==> config.mk <==
export PLATFORM = sky130hd
export DESIGN_NAME = simon_seq_ctrl
export DESIGN_NICKNAME = d
export VERILOG_FILES = /design/src/rtl/simon_seq_ctrl.sv
export SDC_FILE = /design/constraint.sdc
export NUM_CORES = 1
export LEC_CHECK = 0
export BUFFER_PORTS_ARGS = -buffer_cell sky130_fd_sc_hd__buf_2
export CAP_MARGIN = 10
export CORE_ASPECT_RATIO = 1.75
export CORE_UTILIZATION = 55
export DETAILED_ROUTE_END_ITERATION = 8
export PLACE_DENSITY_LB_ADDON = 0.12
export SKIP_LAST_GASP = 1
export SYNTH_ARGS = -nofsm -noshare
export SYNTH_HDL_FRONTEND = slang
export SYNTH_SLANG_ARGS = --single-unit
==> constraint.sdc <==
create_clock -name clk -period 3.49 [get_ports clk]
set_clock_uncertainty 0.05 [all_clocks]
set_input_delay 0.1745 -clock clk [delete_from_list [all_inputs] [get_ports clk]]
set_output_delay 0.1745 -clock clk [all_outputs]
set_load 0.01 [all_outputs]
==> src/rtl/simon_seq_ctrl.sv <==
// simon_seq_ctrl
//   Simon game controller. It holds the FSM, the pattern memory and the index
//   counters in one block. It sits between the debounced button/switch front
//   end and the LED driver.
//
//   Optional build macro: SIMON_TIMEOUT_EN. When it is defined, the player has
//   TIMEOUT_TICKS playback ticks for each press in REPEAT. If no press arrives
//   in that time, the game is lost.
//
// Parameters
//   W             pattern width (buttons/LEDs), 2..8
//   DEPTH         maximum sequence length, >= 2
//   TIMEOUT_TICKS ticks allowed per press in REPEAT (timeout build only)
//   CW            counter width, derived, not overridable
//
// Ports
//   clk          clock
//   rst          synchronous active-high reset
//   level        0: any nonzero pattern is legal, 1: exactly one bit set
//   btn_in       current button pattern
//   btn_press    one-cycle pulse, btn_in valid
//   tick         one-cycle playback pacing pulse
//   pattern_out  pattern shown on the LEDs
//   mode_leds    INPUT 001, PLAYBACK 010, REPEAT 100, DONE 111
//   seq_len      number of patterns stored so far
//   win / lose   game result, valid in DONE
module simon_seq_ctrl #(
  parameter int W             = 4,
  parameter int DEPTH         = 16,
  parameter int TIMEOUT_TICKS = 8,
  localparam int CW           = $clog2(DEPTH + 1)
) (
  input  logic          clk,
  input  logic          rst,
  input  logic          level,
  input  logic [W-1:0]  btn_in,
  input  logic          btn_press,
  input  logic          tick,
  output logic [W-1:0]  pattern_out,
  output logic [2:0]    mode_leds,
  output logic [CW-1:0] seq_len,
  output logic          win,
  output logic          lose
);

  // Memory address width. Indices are kept CW wide so they share arithmetic
  // with the counter, and they are narrowed only where they address memory.
  localparam int AW = (DEPTH > 1) ? $clog2(DEPTH) : 1;

  if (W < 2 || W > 8 || DEPTH < 2 || TIMEOUT_TICKS < 1) begin : g_param_check
    $error("simon_seq_ctrl: parameter out of range");
  end

  typedef enum logic [1:0] {
    S_INPUT,
    S_PLAYBACK,
    S_REPEAT,
    S_DONE
  } state_t;

  state_t        r_state;
  logic [CW-1:0] r_count;
  logic [CW-1:0] r_play_idx;
  logic [CW-1:0] r_rep_idx;
  logic          r_win;
  logic          r_lose;
  logic [W-1:0]  r_mem [DEPTH];

  logic          w_legal;
  logic          w_last_play;
  logic          w_last_rep;
  logic          w_full;
  logic          w_match;
  logic          w_wr;
  logic          w_timeout;
  logic [W-1:0]  w_play_pat;

  // Zero is never a legal pattern. In level 1, a one-hot pattern is required.
  assign w_legal     = (btn_in != '0) && (!level || ($countones(btn_in) == 1));
  assign w_last_play = (r_play_idx == r_count - CW'(1));
  assign w_last_rep  = (r_rep_idx == r_count - CW'(1));
  assign w_full      = (r_count == CW'(DEPTH));
  assign w_match     = (btn_in == r_mem[r_rep_idx[AW-1:0]]);
  assign w_play_pat  = r_mem[r_play_idx[AW-1:0]];
  // count < DEPTH whenever INPUT is active, so the write address is in range.
  assign w_wr        = (r_state == S_INPUT) && btn_press && w_legal;

`ifdef SIMON_TIMEOUT_EN
  localparam int TW = $clog2(TIMEOUT_TICKS + 1);
  logic [TW-1:0] r_to_cnt;

  // The counter is held at zero outside REPEAT, which clears it on REPEAT
  // entry. A press also clears it.
  always_ff @(posedge clk) begin
    if (rst || r_state != S_REPEAT || btn_press)
      r_to_cnt <= '0;
    else if (tick)
      r_to_cnt <= r_to_cnt + TW'(1);
  end

  // Expires on the tick that would bring the count to TIMEOUT_TICKS.
  assign w_timeout = tick && (r_to_cnt == TW'(TIMEOUT_TICKS - 1));
`else
  assign w_timeout = 1'b0;
`endif

  // Pattern memory. Reset does not clear it.
  always_ff @(posedge clk) begin
    if (w_wr)
      r_mem[r_count[AW-1:0]] <= btn_in;
  end

  always_ff @(posedge clk) begin
    if (rst) begin
      r_state    <= S_INPUT;
      r_count    <= '0;
      r_play_idx <= '0;
      r_rep_idx  <= '0;
      r_win      <= 1'b0;
      r_lose     <= 1'b0;
    end else begin
      case (r_state)
        S_INPUT: begin
          if (btn_press && w_legal) begin
            r_count    <= r_count + CW'(1);
            r_play_idx <= '0;
            r_state    <= S_PLAYBACK;
          end
        end
        S_PLAYBACK: begin
          if (tick) begin
            if (w_last_play) begin
              r_play_idx <= '0;
              r_rep_idx  <= '0;
              r_state    <= S_REPEAT;
            end else begin
              r_play_idx <= r_play_idx + CW'(1);
            end
          end
        end
        S_REPEAT: begin
          // A press wins over an expiring timeout tick in the same cycle.
          if (btn_press) begin
            if (!w_match) begin
              r_lose  <= 1'b1;
              r_state <= S_DONE;
            end else if (w_last_rep) begin
              if (w_full) begin
                r_win   <= 1'b1;
                r_state <= S_DONE;
              end else begin
                r_state <= S_INPUT;
              end
            end else begin
              r_rep_idx <= r_rep_idx + CW'(1);
            end
          end else if (w_timeout) begin
            r_lose  <= 1'b1;
            r_state <= S_DONE;
          end
        end
        S_DONE: begin
          // Replays the stored sequence in a loop until reset.
          if (tick)
            r_play_idx <= w_last_play ? '0 : r_play_idx + CW'(1);
        end
        default: r_state <= S_INPUT;
      endcase
    end
  end

  always_comb begin
    pattern_out = btn_in;
    mode_leds   = 3'b001;
    case (r_state)
      S_INPUT: begin
        pattern_out = btn_in;
        mode_leds   = 3'b001;
      end
      S_PLAYBACK: begin
        pattern_out = w_play_pat;
        mode_leds   = 3'b010;
      end
      S_REPEAT: begin
        pattern_out = btn_in;
        mode_leds   = 3'b100;
      end
      S_DONE: begin
        pattern_out = w_play_pat;
        mode_leds   = 3'b111;
      end
      default: begin
        pattern_out = btn_in;
        mode_leds   = 3'b001;
      end
    endcase
  end

  assign seq_len = r_count;
  assign win     = r_win;
  assign lose    = r_lose;

endmodule

# After elaboration in Yosys (flattened, before gate mapping)
# Memories as Yosys holds them, arrays and structs flattened. A register that Yosys moved wholly into a read port is not among the register bits.
# Cells that the tools add are included.
# W data, S select, Z words.
[totals] ff_bits=19 ram_bits=64 out_inout_bits=14 elab_cells=76 mem_count=1
[classes] addsub=7 n_eq_ne=16 mux=26 bitwise_logic=1 reduce_logical=19
[memory_table] name="r_mem" depth=16 word_bits=4 rd=2 rd_ports_with_merged_regs=2 write_ports=1 line_no="67" rtl="logic [W-1:0] r_mem [DEPTH];"
[op_table] operator="$mux W5" count=8
[op_table] operator="$pmux W5 S2" count=2
[op_table] operator="$mux W4" count=4
[op_table] operator="$add A5 B1 Y5 const B" count=3
[op_table] operator="$mux W2" count=7
[op_table] operator="$pmux W3 S4" count=1
[op_table] operator="$reduce_and A6 Y1" count=2
[op_table] operator="$eq A5 B5 Y1" count=2
[op_table] operator="$ne A2 B2 Y1 const B" count=5
[op_table] operator="$pmux W4 S2" count=1
[op_table] operator="$pmux W2 S3" count=1
[op_table] operator="$reduce_and A3 Y1" count=2
[op_table] operator="$eq A5 B5 Y1 const B" count=1
[op_table] operator="$reduce_and A5 Y1" count=1
[op_table] operator="$sub A5 B1 Y5 const B" count=1
[op_table] operator="$add A1 B1 Y2" count=2
[op_table] operator="$eq A2 B2 Y1 const B" count=2
[op_table] operator="$eq A4 B4 Y1" count=1
[op_table] operator="$logic_and A1 B1 Y1" count=4
[op_table] operator="$ne A2 B1 Y1 const B" count=2
[op_table] operator="$reduce_bool A2 Y1" count=2
[op_table] operator="$reduce_bool A4 Y1" count=1
[op_table] operator="$reduce_or A2 Y1" count=2
[op_table] operator="$add A2 B2 Y3" count=1
[op_table] operator="10 further kinds" count=11

# Logic depth before layout (Yosys ltp)
# Gate-level depths: netlist of run 1.
[logic_depth] depth_word=10 depth_mapped=13 depth_no_buf=12

# Least setup slack after synthesis of run 1
# No wires, ideal clock.
[synth_timing] path_type="input port to flip-flop" start="input btn_in[0]" end="memory r_mem[3][0], enable pin" setup_time_ps=361 t_arrival_ps=2849 t_required_ps=3079 slack_ps=230 stages=11 n_path_buf=1 cell_sequence="inv_1 -> fa_1 -> inv_1 -> ha_1 -> ha_1 -> or3b_2 -> a221oi_1 -> and2_1 -> clkbuf_1 -> nand2_1 -> nor3_1"
[synth_via] elab_chain_cells=8 word_cells_on_any_way=9
[synth_lines] item="from (decl)" line_no="36" rtl="input logic [W-1:0] btn_in,"
[synth_lines] item="$add A1 B1 Y2 (implied by the code)" line_no="79" rtl="assign w_legal = (btn_in != '0) && (!level || ($countones(btn_in) == 1));"
[synth_lines] item="$add A2 B2 Y3 (implied by the code)" line_no="79"
[synth_lines] item="$eq A3 B1 Y1" line_no="79"
[synth_lines] item="$logic_or A1 B1 Y1" line_no="79"
[synth_lines] item="$logic_and A1 B1 Y1 (*)" line_no="79"
[synth_lines] item="$logic_and A1 B1 Y1 (*)" line_no="86" rtl="assign w_wr = (r_state == S_INPUT) && btn_press && w_legal;"
[synth_lines] item="$mux W1 (*)" line_no="109" rtl="if (w_wr)"
[synth_lines] item="$mux W1 (implied by the code) (*)" line_no="110" rtl="r_mem[r_count[AW-1:0]] <= btn_in;"
[synth_lines] item="to (decl)" line_no="67"
# Every way passes the cells marked *; elsewhere a longest branch is shown, timed or not.

==> results of run 1 <==
worst paths after layout:
path | start | end | slack (ns) | cells after the start
min | btn_press | lose | 0.07 | 3
max reg2reg | register | r_state[0] | 0.29 | 9
min reg2reg | lose | lose | 0.43 | 2
max | register | r_state[0] | 0.29 | 9
power groups by stage:
stage               Sequential [uW]  Combinational [uW]  Clock [uW]
floorplan                      1240                 484           0
global placement               1260                 654           0
detailed placement             1260                 659           0
CTS                            1240                 662         940
global route                   1240                 716         991
finish                         1240                 656         940
registers in the layout, indices dropped and copies added (netlist names), named ones only:
| register | flops |
|---|---|
| r_mem | 64 |
| r_play_idx | 5 |
| r_rep_idx | 5 |
| seq_len | 5 |
| r_state | 2 |
| lose | 1 |
| win | 1 |
cell type report:
| type | instances | area, um2 |
|---|---|---|
| Clock inverter | 5 | 35.03 |
| Sequential cell | 91 | 2462 |
| Multi-Input combinational cell | 218 | 2142 |
| Inverter | 18 | 67.56 |
| Timing Repair Buffer | 56 | 365.4 |
| Tap cell | 115 | 143.9 |
| Fill cell | 606 | 2843 |
| Clock buffer | 11 | 254.0 |
cell families after synthesis:
| logic type | count (synthesis) | share of synthesized area [%] |
|---|---|---|
| compound gates | 41 | 6.293 |
| xor+xnor | 21 | 5.503 |
| fa+ha+maj | 14 | 3.844 |
| buf+inv | 35 | 3.107 |
| flops | 91 | 51.82 |
| mux | 44 | 19.12 |
| simple gates | 98 | 10.32 |
metrics by stage:
step	power, uW	utilization, %	instances	instance area [um2]	hold WS, ns
2_1_floorplan	1722	-	344	4752	0.2234
3_3_place_gp	1915	62.33	498	5181	0.3974
4_1_cts	2841	65.80	514	5470	0.07106
5_1_grt	2951	65.80	514	5470	0.07744
6_report	2835	65.80	514	5470	0.07020
3_5_place_dp	1922	62.33	498	5181	0.4137
cells in the mapped netlist, types with 3 or more instances:
master,count,area [um2]
dfxtp_1,27,540.5
nand4_1,6,37.54
xor2_1,6,52.55
nand3_1,3,15.01
ha_1,13,162.7
nand2b_1,3,18.77
edfxtp_1,64,1922
a31oi_1,6,37.54
xnor2_1,9,78.83
nor2_1,37,138.9
o21ai_0,7,35.03
nand2_1,20,75.07
nor2b_1,3,18.77
mux4_2,32,720.7
xnor3_1,4,90.09
nor3_1,9,45.04
inv_1,17,63.81
a211o_1,3,26.28
clkbuf_1,9,33.78
buf_2,4,20.02
mux4_1,4,105.1
mux2i_1,6,60.06
a21oi_1,8,40.04
critical path, stage by stage (launching register included):
cell and delay, ns:
dfxtp_1 0.78, buf_4 0.29, mux4_2 0.31, and4_1 0.22, a2111oi_1 0.38, nand3_1 0.36
a31oi_1 0.33, buf_4 0.18, o311ai_1 0.08, a21oi_1 0.16
layer usage:
| layer | vias to the layer above | GRT usage (%) | routed length (um) |
|---|---|---|---|
| met2 | 117 | 49.59 | 6418 |
| li1 | 1427 | - | - |
| met5 | - | 0 | 0 |
| met4 | 0 | 14.53 | 524 |
| met3 | 28 | 4.432 | 415 |
| met1 | 1578 | 31.22 | 4060 |
==> results.sh, run 1 <==
export IMPL_drt_iter0_drc=252
export IMPL_io_buffers=22
export IMPL_antenna_found_initial=0
export IMPL_yosysWarnings=0
export IMPL_post_place_ws_ns=0.06359
export IMPL_dieWidth_um=72.27
export IMPL_rsz0062_at_grt="false"
export IMPL_place_gp_congestion=0.8826
export IMPL_synthArstFlopShare_pct=0
export IMPL_post_cts_setup_buffer_count=0
export IMPL_cts_buffers=9
export IMPL_dp_hpwl_um=8732
export IMPL_first_pass_iters=5
export IMPL_fp_row_count=44
export IMPL_min_period_over_period_pct=91.68
export IMPL_timing_fmax_ghz=0.3125
export IMPL_swShare_pct=27.58
export IMPL_synth_edf_count=64
export IMPL_drc=0
export IMPL_ant_nets=0
export IMPL_ir_drop_mv=0.2918
export IMPL_ys_seq_area_share_pct=51.82
export IMPL_slew_viol_final=0
export IMPL_power_switching_uw=781.9
export IMPL_htree_levels=3
export IMPL_worst_pin_slew_ns=0.8099
export IMPL_final_common_cell="edfxtp_1"
export IMPL_p_comb_share_pct=23.1
export IMPL_diodes=0
export IMPL_finalSetupTns_ns=0
export IMPL_syn_area_mm2=0.004752
export IMPL_cts_path_max_buffers=2
export IMPL_cts_sink_count=91
export IMPL_synth_nets=367
export IMPL_cts_tree="done"
export IMPL_worstSetupEndpointType="register"
export IMPL_path_max_fanout=15
export IMPL_crit_required_ns=3.72
export IMPL_initial_core_util_pct=57.16
export IMPL_nets=417
export IMPL_layout_min_cycle_time_ns=3.200
export IMPL_root_buffer="clkbuf_16"
export IMPL_routed_wl_um=11420
export IMPL_insertion_delay_ns=0.34
export IMPL_grt_max_degree=23
export IMPL_grt_pass1_wl_um=17830
export IMPL_fin_ws_ns=0.2902
export IMPL_cellLeakagePower_uw=0.001914
export IMPL_finalHoldViolCount=0
export IMPL_setup_viol=0
export IMPL_path_clk_slew_ns=0.07
export IMPL_vias=3150
export IMPL_die_area_mm2=0.009031
export IMPL_hold_buffers=0
export IMPL_seqPwrFrac_pct=43.7
export IMPL_powerDensity_mw_per_mm2=518.2
export IMPL_cap_violations=0
export IMPL_grt_total_usage_pct=27.87
export IMPL_path_class="reg -> reg"
export IMPL_min_path_type="in -> reg"
export IMPL_arrival_ns=3.43
export IMPL_status="complete, no violations"
export IMPL_overflow=0
export IMPL_core_mm2=0.008313
export IMPL_ys_flop_type="edfxtp_1"
export IMPL_vias_per_cell=6.128
export IMPL_slew_limit_headroom_pct=45.93
export IMPL_ys_types=57
export IMPL_syn_area_per_cell_um2=13.81
export IMPL_pwr_share_clk_pct=33.2
export IMPL_layout_common_cells="edfxtp_1 (64), nor2_1 (37), buf_4 (34), mux4_2 (32), dfxtp_1 (27)"
export IMPL_syn2layout_area_growth_pct=15.11
export IMPL_internal_power_uw=2053
export IMPL_routedWlPerCell_um=22.22
export IMPL_synth_cells=344
export IMPL_drive_gt1_share_pct=27.82
export IMPL_grt_pass1_vias=3205
export IMPL_critPathLaunchType="register"
export IMPL_synth_seq_cells=91
export IMPL_fp_dieH_um=125.0
export IMPL_io_pin_count=23
export IMPL_cts_resized=0
Power figures use the tool's default switching activity.
==> run 2, diff against run 1 <==
- ABC_AREA: not set -> 1
- CORE_ASPECT_RATIO: 1.75 -> not set
- CORE_UTILIZATION: 55 -> 56
==> run 2 against run 1 <==
Die area grew 1.6%. Count of clock-buffer cells in the layout shrank 2. Highest routed layer unchanged. Sequential power grew 9%. Register-to-register slack gained 0.44 ns. First-iteration DRC count grew 74%. Cell count grew 43%. Utilization shrank 1.8 points. Hold slack gained 0.12 ns. Critical path depth shrank 1. Via count grew 37%. Area after synthesis grew 3.6%. Sequential share of layout area grew 0.87 points.
==> results.sh, run 2 <==
export IMPL_fp_dieH_um=95.77
export IMPL_io_pin_count=23
export IMPL_grt_total_usage_pct=32.20
export IMPL_path_clk_slew_ns=0.10
export IMPL_ant_nets=0
export IMPL_powerDensity_mw_per_mm2=717.1
export IMPL_diodes=0
export IMPL_finalHoldViolCount=0
export IMPL_ys_flop_type="edfxtp_1"
export IMPL_ys_seq_area_share_pct=50.01
export IMPL_min_period_over_period_pct=81.17
export IMPL_layout_min_cycle_time_ns=2.833
export IMPL_cts_sink_count=91
export IMPL_synth_top_area_share_pct=39.03
export IMPL_path_class="reg -> out"
export IMPL_worst_pin_slew_ns=0.7649
export IMPL_ys_types=36
export IMPL_worstSetupEndpointType="output pin"
export IMPL_largest_reg_flops=64
export IMPL_synth_cells=603
export IMPL_grt_pass1_wl_um=20960
export IMPL_worst_hold_slack_ns=0.1852
export IMPL_overflow=0
export IMPL_finalPower_uw=3848
export IMPL_vias=4325
export IMPL_syn_area_per_cell_um2=8.165
export IMPL_root_buffer="clkbuf_8"
export IMPL_slew_limit_headroom_pct=48.95
export IMPL_slowest_delay_ns=0.56
export IMPL_path_max_fanout=21
export IMPL_antenna_found_initial=0
export IMPL_fp_row_count=33
export IMPL_routed_wl_um=13900
export IMPL_path_common_cell="o21ai_0"
export IMPL_yosysMostFrequentCell="nand2_1"
export IMPL_drc=0
export IMPL_cp_slowest_cell="inv_1"
export IMPL_cts_buffers=9
export IMPL_multi_input_area_mm2=0.002017
export IMPL_core_mm2=0.008382
export IMPL_first_pass_iters=6
export IMPL_ir_drop_mv=0.4646
export IMPL_critPathLaunchType="register"
export IMPL_vias_per_cell=5.876
export IMPL_insertion_delay_ns=0.37
export IMPL_crit_chain="inv_1 > o21ai_0 > o21ai_0 > nor2_1 > nor2_1 > o21ai_0 > a22oi_1 > buf_2"
export IMPL_dp_hpwl_um=9909
export IMPL_htree_levels=3
export IMPL_die_area_mm2=0.009171
export IMPL_slew_viol_final=0
export IMPL_final_common_cell="nand2_1"
export IMPL_synth_nets=626
export IMPL_syn_area_mm2=0.004923
export IMPL_drt_iter0_drc=438
export IMPL_drive_gt1_share_pct=10.30
export IMPL_synth_edf_count=64
export IMPL_setup_viol=0
export IMPL_place_gp_congestion=1.024
export IMPL_synthArstFlopShare_pct=0
export IMPL_crit_required_ns=3.27
export IMPL_grt_pass1_vias=3903
export IMPL_nFillCells=733
export IMPL_seq_area_mm2=0.002462
export IMPL_yosysTopAreaCell="edfxtp_1"
export IMPL_status="complete, no violations"
export IMPL_cap_violations=0
export IMPL_grt_max_degree=29
export IMPL_nets=649
export IMPL_initial_core_util_pct=58.74
export IMPL_timing_fmax_ghz=0.3530
export IMPL_cellLeakagePower_uw=0.002247
export IMPL_synth_area_leaders="edfxtp_1 (39%), dfxtp_1 (11%), nand2_1 (9.9%)"
export IMPL_io_buffers=22
export IMPL_syn2layout_area_growth_pct=8.996
export IMPL_fin_ws_ns=0.6572
export IMPL_synth_seq_cells=91
export IMPL_rsz0062_at_grt="false"
export IMPL_synthTopCellsByCount="nand2_1 (130), inv_1 (82), nand3_1 (65)"
export IMPL_layout_common_cells="nand2_1 (130), inv_1 (82), nand3_1 (65), edfxtp_1 (64), nor2_1 (55)"
export IMPL_post_place_ws_ns=0.3071
export IMPL_finalSetupTns_ns=0
export IMPL_arrival_ns=2.61
export IMPL_yosysWarnings=0
export IMPL_post_route_util_pct=64.02
export IMPL_min_path_type="in -> reg"
export IMPL_dieWidth_um=95.77
export IMPL_cts_path_max_buffers=2
export IMPL_post_cts_setup_buffer_count=0
export IMPL_cts_tree="done"
export IMPL_routedWlPerCell_um=18.89
[run 2: cell count changes in the layout (fill, tap and decap cells not counted), moves of 9 or more]
cell and delta:
nand2_1 +110, inv_1 +65, nand3_1 +62, o21ai_0 +40, a21oi_1 +34, mux4_2 -32, buf_4 -24, nor2_1 +18
o211ai_1 +12, clkbuf_16 -10, clkbuf_8 +9
[run 2: power by group]
group / total (uW) / internal [uW] / switching (uW) / leakage (uW)
clock network: 818 / 416 / 403 / 0.000113
logic: 1680 / 526 / 1150 / 0.00134
registers: 1350 / 1250 / 107 / 0.000796
total: 3850 / 2190 / 1660 / 0.00225
[run 2: kinds of logic (layout without fill, tap and decap cells)]
kind of cell	count (synthesis)	after routing	synth area share (%)
xor+xnor	7	7	1.245
flops	91	91	50.01
compound gates	114	114	12.81
buf+inv	108	136	9.022
fa+ha+maj	14	14	3.710
simple gates	269	269	23.20
[run 2: path summary, 6_finish.rpt]
kind / start / end / slack, ns / cells after the start
max: register / pattern_out[3] / 0.66 / 8
min: btn_press / win / 0.19 / 5
max reg2reg: seq_len[0] / register / 0.73 / 16
min reg2reg: win / win / 0.40 / 2
[run 2: area by class of cell]
type	instances	area share [%]
Tap cell	105	2.448
Sequential cell	91	45.88
Timing Repair Buffer	33	3.637
Multi-Input combinational cell	404	37.58
Clock inverter	7	1.959
Clock buffer	9	2.308
Inverter	87	6.179
[run 2: per-stage QoR]
stage	std cells	instance area (um2)
2_1_floorplan	603	4923
3_3_place_gp	719	5127
3_5_place_dp	719	5127
4_1_cts	736	5366
5_1_grt	736	5366
6_report	736	5366
[run 2: what timing repair did]
action,4_1_cts,5_1_grt
hold buffers,1,0
hold endpoints to repair,2,0
resized for setup,0,0
setup endpoints to repair,0,0
[run 2: routing by layer]
layer | up-vias | track usage [%] | share of wire (%)
li1 | 2049 | - | -
met5 | - | 0 | 0
met4 | 0 | 16.54 | 3.9
met2 | 227 | 52.14 | 47
met3 | 35 | 5.608 | 7.6
met1 | 2014 | 41.50 | 41
[run 2: critical path: cells and delay by family, from the launching register on]
family / cells / cell delay (ns)
AND/OR/NAND/NOR: 2 / 0.20
flip-flops: 1 / 0.33
buffers and inverters: 2 / 0.78
AO/OA/AOI/OAI: 4 / 0.92
